===== config.mk =====
export PLATFORM = sky130hd
export DESIGN_NAME = unary_stream_decoder_flat
export DESIGN_NICKNAME = d
export VERILOG_FILES = /design/src/rtl/unary_stream_decoder_pkg.sv /design/src/rtl/unary_stream_decoder_if.sv /design/src/rtl/unary_window_counter.sv /design/src/rtl/unary_stream_decoder.sv /design/src/flat_wrapper.sv
export SDC_FILE = /design/constraint.sdc
export NUM_CORES = 1
export LEC_CHECK = 0
export ABC_AREA = 1
export CAP_MARGIN = 20
export CORE_ASPECT_RATIO = 2
export CORE_MARGIN = 1
export CORE_UTILIZATION = 55
export CTS_BUF_LIST = sky130_fd_sc_hd__clkbuf_2
export CTS_CLUSTER_DIAMETER = 200
export DETAILED_ROUTE_END_ITERATION = 7
export DONT_BUFFER_PORTS = 1
export PLACE_DENSITY_LB_ADDON = 0.15
export SYNTH_ARGS = -nofsm -noshare
export SYNTH_HDL_FRONTEND = slang
export SYNTH_SLANG_ARGS = --single-unit
export TNS_END_PERCENT = 1

===== constraint.sdc =====
create_clock -name iClk -period 1.6 [get_ports iClk]
set_clock_uncertainty 0.1 [all_clocks]
set_input_delay 0.32 -clock iClk [delete_from_list [all_inputs] [get_ports iClk]]
set_output_delay 0.32 -clock iClk [all_outputs]
set_load 0.01 [all_outputs]

===== src/rtl/unary_stream_decoder_pkg.sv =====
// Shared definitions for unary stream decoders.
//   udec_state_e : decoder FSM states (IDLE / RUN / HOLD)
//   udec_scale() : converts a window ones-count to a binary result, with
//                  saturation when every sample in the window was a one.
package unary_stream_decoder_pkg;

  typedef enum logic [1:0] {
    UDEC_IDLE = 2'd0,
    UDEC_RUN  = 2'd1,
    UDEC_HOLD = 2'd2
  } udec_state_e;

  // ones    : ones counted over the window, 0 .. 2^logwin (zero-extended)
  // logwin  : log2 of window length, must be >= bitwidth
  // bitwidth: width of the binary result (< 32)
  // A full window (2^logwin ones) would need one extra result bit, so it
  // is clamped to the largest representable value instead.
  function automatic logic [31:0] udec_scale(input logic [32:0] ones,
                                             input int unsigned logwin,
                                             input int unsigned bitwidth);
    logic [32:0] full;
    full = 33'd1 << logwin;
    if (ones >= full) return (32'd1 << bitwidth) - 32'd1;
    return 32'(ones >> (logwin - bitwidth));
  endfunction

endpackage


===== src/rtl/unary_stream_decoder_if.sv =====
// Stream-in / result-out signal bundle for unary_stream_decoder.
//   iStart, iEn, iBit, iClr : conversion control and unary sample stream
//   iReady                  : downstream accepts the result
//   oBin, oValid            : registered result and its valid flag
//   oBusy                   : decoder is accumulating a window
// slave modport is the decoder side, master modport the driver side.
interface unary_stream_decoder_if #(
  parameter int BITWIDTH = 8
);
  logic                iStart;
  logic                iEn;
  logic                iBit;
  logic                iClr;
  logic                iReady;
  logic [BITWIDTH-1:0] oBin;
  logic                oValid;
  logic                oBusy;

  modport master (
    output iStart, iEn, iBit, iClr, iReady,
    input  oBin, oValid, oBusy
  );

  modport slave (
    input  iStart, iEn, iBit, iClr, iReady,
    output oBin, oValid, oBusy
  );
endinterface


===== src/rtl/unary_window_counter.sv =====
// Ones / sample counters for one unary conversion window.
//   clk, rst_n : clock and asynchronous active-low reset
//   clear      : synchronous clear of both counters (has priority)
//   en         : stream_bit is a sample to accumulate this cycle
//   stream_bit : unary sample
//   count      : ones seen so far in the window (LOGWIN+1 bits, never wraps)
//   last       : sample counter is at the final slot of the window
module unary_window_counter #(
  parameter int LOGWIN = 8
) (
  input  logic            clk,
  input  logic            rst_n,
  input  logic            clear,
  input  logic            en,
  input  logic            stream_bit,
  output logic [LOGWIN:0] count,
  output logic            last
);

  logic [LOGWIN-1:0] samples_q;

  // NOTE: state is updated with non-blocking assignments so every register
  // samples the pre-edge value of its inputs, independent of block order.
  always_ff @(posedge clk or negedge rst_n) begin
    if (!rst_n) begin
      count     <= '0;
      samples_q <= '0;
    end else if (clear) begin
      count     <= '0;
      samples_q <= '0;
    end else if (en) begin
      count     <= count + (LOGWIN+1)'(stream_bit);
      // Wraps to zero exactly as the window completes.
      samples_q <= samples_q + LOGWIN'(1);
    end
  end

  assign last = &samples_q;

endmodule


===== src/rtl/unary_stream_decoder.sv =====
// Rate-coded unary stream to binary converter.
// Counts ones over 2^LOGWIN enabled samples, then presents the scaled
// count on a valid/ready handshake and holds it until consumed.
//   iClk  : clock, rising edge
//   iRstN : asynchronous active-low reset
//   bus   : stream inputs, iClr abort, iReady, and oBin/oValid/oBusy outputs
module unary_stream_decoder
  import unary_stream_decoder_pkg::*;
#(
  parameter int BITWIDTH = 8,
  parameter int LOGWIN   = 8
) (
  input  logic                   iClk,
  input  logic                   iRstN,
  unary_stream_decoder_if.slave  bus
);

  if (LOGWIN < BITWIDTH) begin : g_bad_params
    $error("unary_stream_decoder: LOGWIN must be >= BITWIDTH");
  end

  udec_state_e         state_q, state_d;
  logic                valid_q, valid_d;
  logic [BITWIDTH-1:0] bin_q, bin_d;
  logic                cnt_clear;
  logic                cnt_en;
  logic [LOGWIN:0]     ones;
  logic                last;
  logic [LOGWIN:0]     final_ones;

  // Samples only count while accumulating; an abort in the same cycle wins.
  assign cnt_en = (state_q == UDEC_RUN) && bus.iEn && !bus.iClr;

  unary_window_counter #(
    .LOGWIN (LOGWIN)
  ) u_counter (
    .clk        (iClk),
    .rst_n      (iRstN),
    .clear      (cnt_clear),
    .en         (cnt_en),
    .stream_bit (bus.iBit),
    .count      (ones),
    .last       (last)
  );

  // The result must include the sample arriving on the closing edge.
  assign final_ones = ones + (LOGWIN+1)'(bus.iBit);

  // NOTE: every combinational output gets a default first, so no path
  // through the case leaves a signal unassigned and infers a latch.
  always_comb begin
    state_d   = state_q;
    valid_d   = valid_q;
    bin_d     = bin_q;
    cnt_clear = 1'b0;

    if (bus.iClr) begin
      state_d   = UDEC_IDLE;
      valid_d   = 1'b0;
      bin_d     = '0;
      cnt_clear = 1'b1;
    end else begin
      unique case (state_q)
        UDEC_IDLE: begin
          if (bus.iStart) begin
            state_d   = UDEC_RUN;
            cnt_clear = 1'b1;
          end
        end
        UDEC_RUN: begin
          if (bus.iEn && last) begin
            state_d = UDEC_HOLD;
            valid_d = 1'b1;
            bin_d   = BITWIDTH'(udec_scale(33'(final_ones), LOGWIN, BITWIDTH));
          end
        end
        UDEC_HOLD: begin
          if (bus.iReady) begin
            valid_d = 1'b0;
            // Start accepted with the handshake: no idle bubble.
            if (bus.iStart) begin
              state_d   = UDEC_RUN;
              cnt_clear = 1'b1;
            end else begin
              state_d = UDEC_IDLE;
            end
          end
        end
        default: begin
          state_d = UDEC_IDLE;
        end
      endcase
    end
  end

  always_ff @(posedge iClk or negedge iRstN) begin
    if (!iRstN) begin
      state_q <= UDEC_IDLE;
      valid_q <= 1'b0;
      bin_q   <= '0;
    end else begin
      state_q <= state_d;
      valid_q <= valid_d;
      bin_q   <= bin_d;
    end
  end

  assign bus.oBin   = bin_q;
  assign bus.oValid = valid_q;
  assign bus.oBusy  = (state_q == UDEC_RUN);

endmodule


===== src/flat_wrapper.sv =====
// flat-port wrapper written by rule: the top's interface ports become plain ports
module unary_stream_decoder_flat import unary_stream_decoder_pkg::*;
#(
  parameter int BITWIDTH = 8,
  parameter int LOGWIN   = 8
)
  (iClk, iRstN, bus_iStart, bus_iEn, bus_iBit, bus_iClr, bus_iReady, bus_oBin, bus_oValid, bus_oBusy);
  unary_stream_decoder_if #(.BITWIDTH(BITWIDTH)) bus_i ();
  input  logic iClk;
  input  logic iRstN;
  input wire logic [$bits(bus_i.iStart)-1:0] bus_iStart;
  input wire logic [$bits(bus_i.iEn)-1:0] bus_iEn;
  input wire logic [$bits(bus_i.iBit)-1:0] bus_iBit;
  input wire logic [$bits(bus_i.iClr)-1:0] bus_iClr;
  input wire logic [$bits(bus_i.iReady)-1:0] bus_iReady;
  output wire logic [$bits(bus_i.oBin)-1:0] bus_oBin;
  output wire logic [$bits(bus_i.oValid)-1:0] bus_oValid;
  output wire logic [$bits(bus_i.oBusy)-1:0] bus_oBusy;
  assign bus_i.iStart = bus_iStart;
  assign bus_i.iEn = bus_iEn;
  assign bus_i.iBit = bus_iBit;
  assign bus_i.iClr = bus_iClr;
  assign bus_i.iReady = bus_iReady;
  assign bus_oBin = bus_i.oBin;
  assign bus_oValid = bus_i.oValid;
  assign bus_oBusy = bus_i.oBusy;
  unary_stream_decoder #(.BITWIDTH(BITWIDTH), .LOGWIN(LOGWIN)) u_core (.iClk(iClk), .iRstN(iRstN), .bus(bus_i));
endmodule

After elaboration in Yosys (flattened, before gate mapping)
Cells that the tools add are included.
- word-level logic and storage cells: 53
- register bits: 28
- input bits: 7
- output and inout bits: 10
- add/sub/neg operators: 2
- reductions and logical operators: 13
- magnitude comparators: 1
- muxes and demuxes: 27
- equality and inequality tests: 5
- operators by type and width (operator ; count):
    two-way mux 8 bit ; 7
    two-way mux 9 bit ; 2
    two-way mux 1 bit ; 11
    adder 9 x 1 -> 9 bit ; 1
    greater-or-equal comparator 9 bit, second input constant ; 1
    adder 8 x 1 -> 8 bit, second input constant ; 1
    two-way mux 2 bit ; 4
    AND reduction 8 bit ; 1
    != test 3 bit, second input constant ; 2
    case mux 2 bit (3 select lines) ; 1
    AND reduction 3 bit ; 2
    nonzero test 2 bit ; 3
    case mux 1 bit (2 select lines) ; 2
    logical AND 1 bit ; 3
    != test 3 x 2 -> 1 bit, second input constant ; 1
    nonzero test 3 bit ; 1
    equality test 2 x 1 -> 1 bit, second input constant ; 1
    equality test 2 bit, second input constant ; 1
    logical NOT 2 bit ; 1
    AND reduction 2 bit ; 1
    logical NOT 1 bit ; 1

Logic depth before layout (Yosys ltp)
Gate-level depths: netlist of the first run.
- depth after elaboration: 10
- mapped depth: 10
- gate-level depth less buffers: 10

Hierarchy
A second synthesis of the first run with hierarchy kept.
- cell total of the unflattened synthesis: 224
- area, all modules: 1685.4 µm²
- modules (own cells, without submodules) (module ; times used ; cells each ; area an instance (µm²) ; seq. area each (µm²)):
    unary_window_counter ; 1 ; 122 ; 934.6 ; 425.4
    unary_stream_decoder ; 1 ; 102 ; 750.7 ; 275.3

Worst setup path after synthesis of the first run
OpenSTA, ideal clock, no wires.
- path type: register to register
- start point: register u_core.u_counter.count[0]
- end point: register u_core.bin_q[0], in the netlist u_core.bus.oBin[0]
- path buffers: 0
- path slack: 108 ps
- arrival: 1275 ps
- stages on the path, launching flop included: 11
- required time: 1383 ps
- clock period less this slack: 1492 ps
- cell sequence: dfrtp_1 ha_1 ha_1 nand2_1 nor2_1 nand2_1 nand2_1 nand2_2 nand2_1 nand2_1 nand2_1
- longest elaborated chain between the ends: 10
- RTL lines (what ; line ; RTL):
    start: declaration ; unary_window_counter.sv:16 ; output logic [LOGWIN:0] count,
    start signal: assignment ; unary_window_counter.sv:32 ; count <= count + (LOGWIN+1)'(stream_bit);
    adder 9 x 1 -> 9 bit (*) ; unary_stream_decoder.sv:47 ; assign final_ones = ones + (LOGWIN+1)'(bus.iBit);
    greater-or-equal comparator 9 bit ; unary_stream_decoder_pkg.sv:23 ; if (ones >= full) return (32'd1 << bitwidth) - 32'd1;
    two-way mux 1 bit ; unary_stream_decoder_pkg.sv:23 ;
    two-way mux 1 bit ; unary_stream_decoder.sv:71 ; if (bus.iEn && last) begin
    two-way mux 1 bit ; unary_stream_decoder.sv:63 ; unique case (state_q)
    two-way mux 1 bit ; unary_stream_decoder.sv:57 ; if (bus.iClr) begin
    two-way mux 8 bit (*) ; unary_stream_decoder_pkg.sv:24 ; return 32'(ones >> (logwin - bitwidth));
    two-way mux 8 bit (*) ; unary_stream_decoder.sv:71 ;
    two-way mux 8 bit (*) ; unary_stream_decoder.sv:63 ;
    two-way mux 8 bit (*) ; unary_stream_decoder.sv:57 ;
    end signal: assignment ; unary_stream_decoder.sv:104 ; bin_q <= bin_d;
    end: declaration ; unary_stream_decoder.sv:24 ; logic [BITWIDTH-1:0] bin_q, bin_d;
Every way passes the cells marked *; elsewhere a longest branch is shown, timed or not. The select of a mux whose other input is x is not followed.
A chain may end at the register's enable or synchronous reset.

Final worst setup path of the first run
- start point: register u_core.state_q[0]
- end point: output port bus_oBusy
- longest elaborated chain between the ends: 1
- RTL lines (what ; line ; RTL):
    start: declaration ; unary_stream_decoder.sv:22 ; udec_state_e state_q, state_d;
    start signal: assignment ; unary_stream_decoder.sv:102 ; state_q <= state_d;
    equality test 2 x 1 -> 1 bit ; unary_stream_decoder.sv:110 ; assign bus.oBusy = (state_q == UDEC_RUN);
    end: declaration ; flat_wrapper.sv:18 ; output wire logic [$bits(bus_i.oBusy)-1:0] bus_oBusy;
Every way passes these cells.

==> flow_metrics.env, run 1 <==
export IMPL_cp_required_ns=1.18
export IMPL_clkSinkCount=28
export IMPL_arrival_ns=1.18
export IMPL_synthAdderAreaFrac_pct=2.400
export IMPL_num_rows=27
export IMPL_synth_compound_area_share_pct=8.160
export IMPL_fp_dieH_microns=77.42
export IMPL_synth_nets=214
export IMPL_drive_gt1_share_pct=20.36
export IMPL_synth_edf_count=0
export IMPL_dieWidth_microns=39.71
export IMPL_dp_cells=235
export IMPL_yosysSeqAreaShare_pct=44.80
export IMPL_hold_viol_final=0
export IMPL_route_antenna_remaining_nets=0
export IMPL_setup_viol=0
export IMPL_yosysWarnings=0
export IMPL_ys_seq_elements=28
export IMPL_area_growth_pct=19.12
export IMPL_coreArea_sq_um=2736
export IMPL_layout_cells_non_filler=250
export IMPL_worstMarginPinSlew_ns=0.3403
export IMPL_cts_root_buf="clkbuf_2"
export IMPL_place_congestion=0.7660
export IMPL_postLayoutCellArea_sq_um=1863
export IMPL_grt_max_degree=29
export IMPL_max_freq_mhz=625.3
export IMPL_dr_pass1_iters=4
export IMPL_rsz0062_at_grt="true"
export IMPL_synth_xor_area_share_pct=1.680
export IMPL_antenna_found_initial=0
export IMPL_cp_max_fo=4
export IMPL_clk_pin_slew_ns=0.29
export IMPL_drtIter0Drc=43
export IMPL_path_class="flop to primary output"
export IMPL_dp_hpwl_microns=2433
export IMPL_ir_worst_vdd_v=0.0007241
export IMPL_n_antenna_cell=0
export IMPL_die_area_sq_um=3074
export IMPL_grt_ovfl_total=0
export IMPL_grt_pass1_vias=1317
export IMPL_port_buffers=0
export IMPL_synth_top_area_share_pct=44.80
export IMPL_cts_htree_levels=1
export IMPL_place_area_sq_um=1627
export IMPL_ys_types=28
export IMPL_synth_avg_cell_area_sq_um=7.667
export IMPL_cts_path_max_buffers=2
export IMPL_ioPinCount=17
export IMPL_totalWireLength_microns=3454
export IMPL_end_kind="primary output"
export IMPL_synth_simple_area_share_pct=36.16
export IMPL_synthArstFlopShare_pct=100.0
export IMPL_outcome="completed"
export IMPL_vias=1373
export IMPL_grt_first_pass_wirelength_microns=5444
export IMPL_period_needed_ns=1.599
export IMPL_postSynthCellCount=204
export IMPL_synthTopCellsByArea="dfrtp_1 45%, nand2_1 17%, nand3_1 6.1%, inv_1 5.0%, nor2_1 3.8%"
export IMPL_nets=232
export IMPL_viasPerCell=5.492
export IMPL_drc=0
export IMPL_drv_slew=0
export IMPL_synth_top_family_by_area="simple AND/OR/NAND/NOR gates"
export IMPL_cts_tree="built"
export IMPL_power_density_nw_per_um2=719.2
export IMPL_clock_latency_ns=0.37
export IMPL_nFillCells=232
export IMPL_synth_area_mux_share_pct=0
export IMPL_hold_path_class="input port to flop"
export IMPL_worst_setup_path_start_kind="flop"
export IMPL_start_util_pct=57.16
export IMPL_track_usage_pct=24.61
export IMPL_numCtsBuffers=3
export IMPL_yosys_area_top_type="dfrtp_1"
export IMPL_drt_wirelength_per_cell_microns=13.82
export IMPL_ys_flop_type="dfrtp_1"
export IMPL_slew_headroom_pct=77.31
export IMPL_max_cap_violations=0
export IMPL_synth_area_sq_um=1564
export IMPL_leakage_nw=0.9215
export IMPL_min_period_over_period_pct=99.95
==> cell usage after synthesis (2+ instances only) <==
master / number
a21oi_1: 2
dfrtp_1: 28
ha_1: 3
inv_1: 21
inv_2: 3
nand2_1: 71
nand2_2: 5
nand3_1: 19
nor2_1: 16
nor2_4: 2
nor3_1: 2
o21ai_0: 3
o21ai_1: 9
o22ai_1: 4
o31ai_1: 2
xor2_1: 2
==> state kept, by name, summed over array words and instances, names as in the netlist <==
name and cells:
u_core.bus.oBin 8, u_core.bus.oValid 1, u_core.state_q 2, u_core.u_counter.count 9, u_core.u_counter.samples_q 8
==> timing repair <==
item / 4_1_cts / 5_1_grt
resized for setup: 7 / 13
endpoints found under the setup margin: 10 / 12
cloned: 1 / 0
pin swaps: 1 / 10
hold buffers: 3 / 0
buffers inserted: 1 / 6
endpoints found under the hold margin: 30 / 0
==> metrics by stage <==
| step | setup TNS [ns] | power (W) | util (%) | setup slack, ns | hold WS [ns] |
|---|---|---|---|---|---|
| 2_1_floorplan | 0 | 0.0008408 | - | 0.1077 | -0.07559 |
| 4_1_cts | 0 | 0.001328 | 63.79 | 0.004601 | 0.02279 |
| 5_1_grt | -0.8611 | 0.001386 | 68.08 | -0.1078 | 0.02918 |
| 3_3_place_gp | 0 | 0.0008752 | 59.44 | 0.03407 | -0.07502 |
| 6_report | 0 | 0.001340 | 68.08 | 0.0007984 | 0.01323 |
| 3_5_place_dp | -0.3149 | 0.0008786 | 59.44 | -0.04603 | -0.07482 |
==> layout by cell type, fill, tap and decap left out <==
cell / n
nor3_2: 1
a21oi_1: 2
dlygate4sd3_1: 2
nand3_4: 1
nand3_2: 1
bufinv_16: 1
nor2_1: 15
nor2_8: 1
xnor2_1: 1
buf_12: 2
nor3_4: 1
xor2_1: 2
nor2_2: 1
dfrtp_1: 28
o22ai_1: 4
o31ai_1: 2
inv_2: 3
nor2_4: 3
inv_1: 21
o21ai_2: 1
clkbuf_2: 3
or2_2: 1
nand3_1: 18
ha_4: 3
nor3_1: 2
buf_4: 10
o21ai_1: 9
nand2_2: 5
o21ai_0: 3
nand2_1: 67
nand2_4: 6
a21oi_2: 1
==> critical path, cell delays in order (launching register included) <==
cell	delay (ns)
dfrtp_1	0.46
inv_2	0.07
nor2_4	0.12
buf_4	0.15
==> routing by layer <==
metal	track usage [%]	vias up	part of all wire, %
met3	2.286	4	2.2
met2	46.23	18	56
met4	5.172	0	1.3
met5	0	-	0
li1	-	683	-
met1	27.24	668	40
==> area by class of cell <==
class	count	area, sq um	area share, %
multi-input cells	151	855.8	45.94
clock buffers	3	15.01	0.8059
inverters	24	90.09	4.835
well taps	29	36.28	1.948
repair buffers	14	135.1	7.253
clock inverters	1	30.03	1.612
flip-flops and latches	28	700.7	37.61
==> final timing paths <==
path,start,endpoint,slack (ns),cells past startpoint
worst max-delay path,u_core.state_q[0],bus_oBusy,0.0008,3
worst min-delay path,bus_iClr,u_core.u_counter.samples_q[6],0.01,3
worst max register to register,u_core.u_counter.count[0],u_core.bus.oBin[6],0.01,10
worst min register to register,u_core.u_counter.samples_q[5],u_core.u_counter.samples_q[5],0.47,2
max in group asynchronous,iRstN,u_core.u_counter.count[1],0.99,2
min in group asynchronous,iRstN,u_core.bus.oBin[6],0.23,2
==> kinds of logic after synthesis <==
group                    Yosys count
adder cells (fa/ha/maj)            3
flip-flops                        28
AO/OA/AOI/OAI                     22
buffers and inverters             26
AND/OR/NAND/NOR                  122
XOR/XNOR                           3
==> power by group <==
part / leakage [nW] / total (W) / switching (W) / internal [W]
combinational: 0.506 / 0.000176 / 0.000109 / 0.0000671
sequential: 0.389 / 0.000732 / 0.0000115 / 0.000720
clock: 0.0266 / 0.000432 / 0.000217 / 0.000215
Note: power is estimated with default switching activity, not from simulation.
==> run 2, diff against run 1 <==
--- a/config.mk
+++ b/config.mk
@@ -11,11 +11,12 @@
 export CORE_MARGIN = 1
 export CORE_UTILIZATION = 55
 export CTS_BUF_LIST = sky130_fd_sc_hd__clkbuf_2
-export CTS_CLUSTER_DIAMETER = 200
+export CTS_CLUSTER_DIAMETER = 80
 export DETAILED_ROUTE_END_ITERATION = 7
 export DONT_BUFFER_PORTS = 1
 export PLACE_DENSITY_LB_ADDON = 0.15
+export RECOVER_POWER = 50
 export SYNTH_ARGS = -nofsm -noshare
 export SYNTH_HDL_FRONTEND = slang
 export SYNTH_SLANG_ARGS = --single-unit
-export TNS_END_PERCENT = 1
+export TNS_END_PERCENT = 30
==> flow_metrics.env, run 2 (same netlist as run 1, synthesis figures left out) <==
export IMPL_ir_worst_vdd_v=0.0007193
export IMPL_cpMaxStageDelayCell="dfrtp_1"
export IMPL_regMostFlops="u_core.u_counter.count"
export IMPL_cts_path_max_buffers=2
export IMPL_dp_hpwl_microns=2433
export IMPL_hold_path_class="input port to flop"
export IMPL_clkSinkCount=28
export IMPL_port_buffers=0
export IMPL_grt_first_pass_wirelength_microns=5444
export IMPL_r2r_start="u_core.u_counter.count[0]"
export IMPL_die_area_sq_um=3074
export IMPL_nFillCells=237
export IMPL_use_met3_pct=2.286
export IMPL_use_met2_pct=46.23
export IMPL_drv_slew=0
export IMPL_hold_path_cell_count=3
export IMPL_cts_htree_levels=1
export IMPL_clock_latency_ns=0.37
export IMPL_drc=0
export IMPL_hp_start="bus_iClr"
export IMPL_fp_dieH_microns=77.42
export IMPL_hold_end="u_core.u_counter.samples_q[6]"
export IMPL_final_common_cell="nand2_1"
export IMPL_n_antenna_cell=0
export IMPL_end_kind="primary output"
export IMPL_top_usage_layer="met2"
export IMPL_area_growth_pct=18.32
export IMPL_drive_gt1_share_pct=20.81
export IMPL_place_congestion=0.7660
export IMPL_power_density_nw_per_um2=721.9
export IMPL_final_cell_mix="66 x nand2_1, 28 x dfrtp_1, 21 x inv_1, 18 x nand3_1, 15 x nor2_1"
export IMPL_grt_ovfl_total=0
export IMPL_outcome="complete, but fails checks"
export IMPL_numCtsBuffers=3
export IMPL_grtUsageMet1_pct=27.24
export IMPL_worst_setup_path_start_kind="flop"
export IMPL_timing_hold_ws_ns=0.01287
export IMPL_coreArea_sq_um=2736
export IMPL_rsz0062_at_grt="true"
export IMPL_totalWireLength_microns=3472
export IMPL_r2r_end="u_core.bus.oBin[6]"
export IMPL_track_usage_pct=24.61
export IMPL_grt_pass1_vias=1317
export IMPL_leakage_nw=0.9157
export IMPL_max_freq_mhz=624.8
export IMPL_cp_cell_sequence="inv_2 > nor2_4 > buf_4"
export IMPL_total_power_w=0.001336
export IMPL_violations="negative setup slack"
export IMPL_max_stage_delay_ns=0.47
export IMPL_cp_max_fo=4
export IMPL_arrival_ns=1.18
export IMPL_largest_reg_flops=9
export IMPL_slew_headroom_pct=52.65
export IMPL_finalWorstSetupSlack_ns=-0.0005744
export IMPL_period_needed_ns=1.601
export IMPL_reg2reg_depth=10
export IMPL_viasPerCell=5.544
export IMPL_start_util_pct=57.16
export IMPL_reg2reg_slack_ns=0.01
export IMPL_grt_max_degree=29
export IMPL_dieWidth_microns=39.71
export IMPL_num_rows=27
export IMPL_antenna_found_initial=0
export IMPL_drtIter0Drc=41
export IMPL_worstMarginPinSlew_ns=0.7103
export IMPL_nets=232
export IMPL_cts_tree="built"
export IMPL_cp_required_ns=1.18
export IMPL_utilization_pct=67.63
export IMPL_route_antenna_remaining_nets=0
export IMPL_path_class="flop to primary output"
export IMPL_ioPinCount=17
export IMPL_dr_pass1_iters=4
export IMPL_drt_wirelength_per_cell_microns=13.89
export IMPL_max_cap_violations=0
export IMPL_min_period_over_period_pct=100.0
export IMPL_hold_viol_final=0
export IMPL_cts_root_buf="clkbuf_2"
export IMPL_setup_viol=1
export IMPL_clk_pin_slew_ns=0.29
export IMPL_vias=1386
==> run 2: changes by cell type in the layout (fill, tap and decap cells not counted), sizes merged <==
cell	change
buf	-1
clkbuf	+1
==> run 2: layer usage <==
layer  routed length, microns  vias up
met4                       45        0
li1                         -      684
met2                     1949       25
met1                     1399      673
met3                       77        4
met5                        0        -
==> run 2: how the worst max path moves through the flow <==
stage	cells after the start	endpoint	slack (ns)	start
after floorplan	10	u_core.bus.oBin[0]	0.11	u_core.u_counter.count[0]
after global placement	9	u_core.bus.oBin[7]	0.03	u_core.u_counter.count[0]
after detailed placement	9	u_core.bus.oBin[3]	-0.05	u_core.u_counter.count[0]
after CTS	3	bus_oBusy	0.005	u_core.state_q[0]
after global routing	7	u_core.bus.oBin[0]	-0.11	u_core.u_counter.samples_q[1]
final	3	bus_oBusy	-0.0006	u_core.state_q[0]
==> run 2: critical path, delay by kind of cell (launching register included) <==
| family | cells | cell delay (ns) |
|---|---|---|
| and+or+nand+nor | 1 | 0.12 |
| DFF | 1 | 0.47 |
| buffers and inverters | 2 | 0.22 |
==> run 2: metrics by stage <==
stage                     cells  setup TNS, ns  instance area [sq um]  setup WS [ns]
after floorplan             204              0                   1564         0.1077
after global placement      235              0                   1627        0.03407
after detailed placement    235        -0.3149                   1627       -0.04603
after CTS                   244              0                   1745       0.004601
after global routing        250        -0.8501                   1851        -0.1060
final                       250     -0.0005744                   1851     -0.0005744
==> run 2: layout make-up <==
class	count	area, sq um	share of cell area, %
multi-input combinational	151	858.3	46.38
inverter	24	90.09	4.868
tap	29	36.28	1.961
clock inverter	1	30.03	1.623
timing repair buffer	14	120.1	6.491
sequential	28	700.7	37.86
clock buffer	3	15.01	0.8114
==> run 2: what timing repair did <==
action	CTS	global route
cloned	1	0
endpoints found under the hold margin	30	0
resized for setup	7	14
setup buffers	1	6
pin swaps	1	12
hold buffers	3	0
setup endpoints to repair	10	12
==> run 2: power by group <==
group,internal [W],switching [W]
combinational,0.0000628,0.000109
clock,0.000215,0.000217
sequential,0.000720,0.0000115
